==> config.mk <==
export PLATFORM = sky130hd
export DESIGN_NAME = field_register_bank
export DESIGN_NICKNAME = d
export VERILOG_FILES = /design/src/rtl/field_register_bank.sv
export SDC_FILE = /design/constraint.sdc
export NUM_CORES = 1
export LEC_CHECK = 0
export ABC_CLOCK_PERIOD_IN_PS = 2970
export BUFFER_PORTS_ARGS = -buffer_cell sky130_fd_sc_hd__buf_2
export CORE_ASPECT_RATIO = 0.9
export CORE_MARGIN = 5
export CORE_UTILIZATION = 56
export DETAILED_ROUTE_END_ITERATION = 12
export HOLD_SLACK_MARGIN = 0.06
export PLACE_DENSITY = 0.83
export SYNTH_ARGS = -nofsm -noshare
export SYNTH_HDL_FRONTEND = slang
export SYNTH_SLANG_ARGS = --single-unit
==> constraint.sdc <==
create_clock -name clk -period 2.97 [get_ports clk]
set_clock_uncertainty 0.2 [all_clocks]
set_input_delay 0.7425 -clock clk [delete_from_list [all_inputs] [get_ports clk]]
set_output_delay 0.7425 -clock clk [all_outputs]
set_load 0.05 [all_outputs]
==> src/rtl/field_register_bank.sv <==
// field_register_bank: double-buffered settings registers with staged writes and atomic commit/revert.
// Optional FIELD_BCD_CHECK_EN rejects writes whose data holds a non-BCD nibble.
module field_register_bank #(
  parameter int WIDTH = 8,
  parameter int NUM_FIELDS = 9,
  parameter int ADDR_W = 4,
  parameter logic [WIDTH-1:0] RESET_VAL = '0
) (
  input  logic                        clk,
  input  logic                        reset,
  input  logic                        wr_valid,
  output logic                        wr_ready,
  input  logic [ADDR_W-1:0]           wr_addr,
  input  logic [WIDTH-1:0]            wr_data,
  output logic                        wr_err,
  input  logic                        commit_req,
  input  logic                        revert_req,
  output logic                        busy,
  output logic                        done,
  output logic [NUM_FIELDS-1:0]       dirty,
  input  logic [ADDR_W-1:0]           rd_addr,
  output logic [WIDTH-1:0]            rd_data,
  output logic [NUM_FIELDS*WIDTH-1:0] data_out
);
  typedef enum logic [1:0] {IDLE, COMMIT, REVERT, DONE} state_t;
  localparam logic [ADDR_W:0] NF = (ADDR_W+1)'(NUM_FIELDS);
  state_t state;
  logic [NUM_FIELDS-1:0][WIDTH-1:0] staging, active;
  logic legal, in_range, accept;
`ifdef FIELD_BCD_CHECK_EN
  always_comb begin
    legal = 1'b1;
    for (int i = 0; i < WIDTH/4; i++) legal = legal && (wr_data[i*4 +: 4] <= 4'd9);
  end
`else
  assign legal = 1'b1;
`endif
  assign in_range = {1'b0, wr_addr} < NF;
  assign accept = wr_valid && state == IDLE;
  assign wr_ready = state == IDLE;
  assign busy = state != IDLE;
  assign done = state == DONE;
  assign data_out = active;
  assign rd_data = ({1'b0, rd_addr} < NF) ? staging[rd_addr] : '0;
  always_ff @(posedge clk or negedge reset) begin
    if (!reset) begin
      state <= IDLE;
      staging <= {NUM_FIELDS{RESET_VAL}};
      active <= {NUM_FIELDS{RESET_VAL}};
      dirty <= '0;
      wr_err <= 1'b0;
    end else begin
      wr_err <= accept && !(in_range && legal);
      case (state)
        IDLE: begin
          if (accept && in_range && legal) begin
            staging[wr_addr] <= wr_data;
            dirty[wr_addr] <= 1'b1;
          end
          state <= commit_req ? COMMIT : revert_req ? REVERT : IDLE;
        end
        COMMIT: begin
          active <= staging;
          dirty <= '0;
          state <= DONE;
        end
        REVERT: begin
          staging <= active;
          dirty <= '0;
          state <= DONE;
        end
        default: state <= IDLE;
      endcase
    end
  end
endmodule

# Word level (Yosys, flattened, before mapping)
# Index checks and enable logic that the tools add are counted.
# classes
n_mux	15
n_bitwise	1
magnitude_cmp	5
reduce_logical	12
eq_ne	4
# op_table
cell	count
$pmux W72 S2	1
$bwmux W72	1
$mux W72	1
$bmux W8 S4	1
$demux W8 S4	1
$mux W8	3
$pmux W9 S2	1
$lt A4 B5 Y1 const B	2
$mux W9	1
$or A9 B9 Y9	1
$lt A4 B4 Y1 const B	2
$reduce_bool A2 Y1	3
$demux W1 S4	1
$eq A2 B2 Y1 const B	2
$ge A4 B1 Y1 const B	1
$logic_and A1 B1 Y1	4
$mux W2	2
$pmux W2 S2	1
$reduce_and A2 Y1	2
$eq A2 B1 Y1 const B	1
$logic_not A2 Y1	1
$ne A2 B1 Y1 const B	1
$reduce_or A2 Y1	1
$logic_not A1 Y1	1
$mux W1	1
# totals
word_cells	58
register_bits	156
out_inout_bits	93

# Longest topological paths before layout
# logic_depth
ltp_word	7
mapped_depth	8
mapped_depth_nobuf	5

# Least setup slack after synthesis
# No wires, ideal clock.
# synth_timing
kind	input to output
startpoint	input port rd_addr[0]
endpoint	output port rd_data[3]
arrival_ns	2.776
path_buffers	3
setup_slack_ns	-0.748
path_stages	6
path_cell_list	buf_2 -> buf_4 -> buf_2 -> mux2i_1 -> a22o_1 -> o31ai_1
# synth_via
elab_chain_len	3
word_cells_on_any_way	4
classes_between	1 x order compare; 3 x mux
# synth_lines
element	line	text
from (decl)	21	input logic [ADDR_W-1:0] rd_addr,
$bmux W8 S4	44	assign rd_data = ({1'b0, rd_addr} < NF) ? staging[rd_addr] : '0;
$mux W8 (implied by the code)	44	
$mux W8 *	44	
to (decl)	22	output logic [WIDTH-1:0] rd_data,
# Mark *: on every way between the ends. The rest lies on a longest branch, timed or not. The select of a mux whose other input is x is not followed.

# Final worst setup path
# layout_timing
startpoint	input port rd_addr[0]
endpoint	output port rd_data[6]
# The elaborated chain is that of the path after synthesis.

==> reports/qor.txt <==
Async SR Flop Fraction: 100.0%
gr usage total: 27.01%
Num Clock Sinks: 156
outcome: complete, no violations
Setup crit end kind: primary output
die height: 121.5 um
largest cells by area after synthesis: dfrtp_1 51%, mux2_2 21%, a22o_1 5.2%, mux2i_1 3.9%, a32o_1 3.4%
Tmin final: 2.953 ns
Met3 Routed Length: 1.505 mm
mux contribution to synthesized area: 25.30%
final period utilization: 99.42%
top cell type's share of synthesized area: 50.51%
Synth Area in Simple Gates: 3.804%
main combinational cell family by area after synthesis: multiplexers
vias in the first global route: 5,893
average via count per standard cell: 6.527
post-DP HPWL: 14.53 mm
Leakage Power: 0.004633 uW
Netlist cell types: 35
PD cells: 1113 nW/um2
CTS Buf Count: 17
initial antenna violation count: 0
Pwr Total: 10,270 uW
maximum VDD drop: 0.0007597 V
routability cong.: 0.9211
met2 WL post-DR: 10.22 mm
worst-path fanout max: 5
Mapped Cells: 574
post-route ant nets: 0
Mapped Avg Cell Area: 13.46 um2
CTS root buffer: clkbuf_16
CTS tree: done
DR WL/cell: 24.57 um
Commonest cells post-synth: 156 x dfrtp_1, 142 x mux2_2, 46 x a22o_1
WS Path Type: input pin to primary output
Layout area overhead: 19.35%
clk_lat worst skew: 0.43 ns
Setup TNS: 0 ns
clock buffer depth: 2
Max Cap Viol: 0
count leader, synth: dfrtp_1
post-synth net total: 599
post-synthesis compound-gate area fraction: 15.78%
Die Width: 133.8 um
Final Max Tran Viols: 0
Final setup viols: 0
post-synthesis sequential area ratio: 50.51%
YS warnings: 0
Final nets: 711
Final Hold Fails: 0
cts hold-fix bufs: 0
WP data arrival: 2.01 ns
Worst-path clk slew: 0.06 ns
detailed-route DRC error count: 0
port bufs: 113
synthesized area: 7729 um2
worst hold path class: input pin to asynchronous set/reset pin
first-pass GRT wire length: 33.62 mm
starting density of the core: 57.41%
design area: 9224 um2
RSZ-0062 raised after global routing: no
1st-pass router iterations: 5
top routing layer used: met4
largest net degree at the start of global routing: 73
grt ovf: 0
top_reg_cell synth: dfrtp_1
1st-iter DRT viols: 451
R2R Path Start: state[0]
Die ar.: 16,250 um2
Post-synth EDFFs: 0
M1 WL: 8.800 mm
Synth Area in Adders: 0.6476%
CTS H-tree depth: 4
Post-Synth XOR/XNOR Area: 0%
layout cells sized above 1: 49.50%
Core Area: 13,460 um2
Vias: 5,633
Worst Max-Slew Pin Slew: 1.001 ns
postcts setup bufs: 0
Routed WL: 21.20 mm
Crit. Startpoint: rd_addr[0]
FF+latch count, synth: 156
relative slew slack: 33.15%
antenna cells: 0
number of core rows: 40
CP startpoint kind: input pin
# IOs: 114
area leader, netlist: dfrtp_1
Crit path required time: 2.03 ns
Placed Area: 8661 um2
f_max: 338.7 MHz
report_power, final:
| group | switching (uW) | internal, uW | total (uW) |
|---|---|---|---|
| Clock | 802 | 1110 | 1910 |
| Sequential | 673 | 2860 | 3540 |
| Combinational | 3260 | 1560 | 4820 |
stage by stage:
step | setup WS (ns) | util, % | hold slack, ns | std cells
2_1_floorplan | 0.01792 | - | 0.2469 | 574
3_3_place_gp | -0.1434 | 64.33 | 0.3015 | 835
3_5_place_dp | -0.1706 | 64.33 | 0.3162 | 835
4_1_cts | 0.003569 | 68.38 | 0.06683 | 863
5_1_grt | 0.009160 | 68.51 | 0.09106 | 863
6_report | 0.01733 | 68.51 | 0.05587 | 863
worst paths after layout:
| path | endpoint | slack [ns] | cells past startpoint |
|---|---|---|---|
| setup / recovery | rd_data[6] | 0.02 | 5 |
| hold / removal | data_out[9] | 0.06 | 1 |
| setup reg to reg | staging[31] | 0.45 | 6 |
| hold reg to reg | staging[50] | 0.33 | 1 |
| max in group asynchronous | staging[45] | 1.81 | 2 |
| min in group clk | staging[50] | 0.33 | 1 |
sequential cells by signal, indices dropped and copies added, names as in the netlist:
register,flops
data_out,72
staging,72
dirty,9
state,2
wr_err,1
layout by cell type, fill, tap and decap left out, drive strengths merged:
cell,n
o311ai,1
o31a,1
dfrtp,156
nand2,7
a31oi,4
a32o,26
clkinv,4
and4b,1
o31ai,6
or2,2
nor2b,12
mux2,143
a22o,46
a22oi,8
mux2i,30
inv,12
clkbuf,25
a21oi,18
nor4bb,3
nor2,5
nand3,2
and2,2
nor4,1
o211ai,18
ha,4
buf,145
o2bb2ai,6
nor4b,5
mux4,2
worst max-delay path, stage by stage:
cell    delay [ns]
buf_8         0.10
mux4_2        0.50
or2_4         0.23
a32o_2        0.27
buf_8         0.15
metal layers:
| metal | up-vias | track usage (%) |
|---|---|---|
| li1 | 2414 | - |
| met1 | 2915 | 35.07 |
| met2 | 248 | 42.96 |
| met3 | 56 | 7.587 |
| met4 | 0 | 10.93 |
| met5 | - | 0 |
timing repair:
action,CTS,global route
setup endpoints to repair,8,8
pin swaps,2,2
gates resized for setup,15,8
area by class of cell:
cell class                      instances  area, um2
Tap cell                              168      210.2
Multi-Input combinational cell        353       3659
Inverter                               13      48.80
Clock buffer                           25      485.5
Clock inverter                          3      15.01
Fill cell                             941       4239
Timing Repair Buffer                  145      902.1
Sequential cell                       156       3904
kinds of logic (layout without fill, tap and decap cells):
family	count (synthesis)	in the layout
multiplexers	175	175
adder cells (fa/ha/maj)	4	4
flip-flops	156	156
AO/OA/AOI/OAI	134	134
buffers and inverters	65	186
AND/OR/NAND/NOR	40	40
No activity file was read; power rests on OpenSTA's default activity.
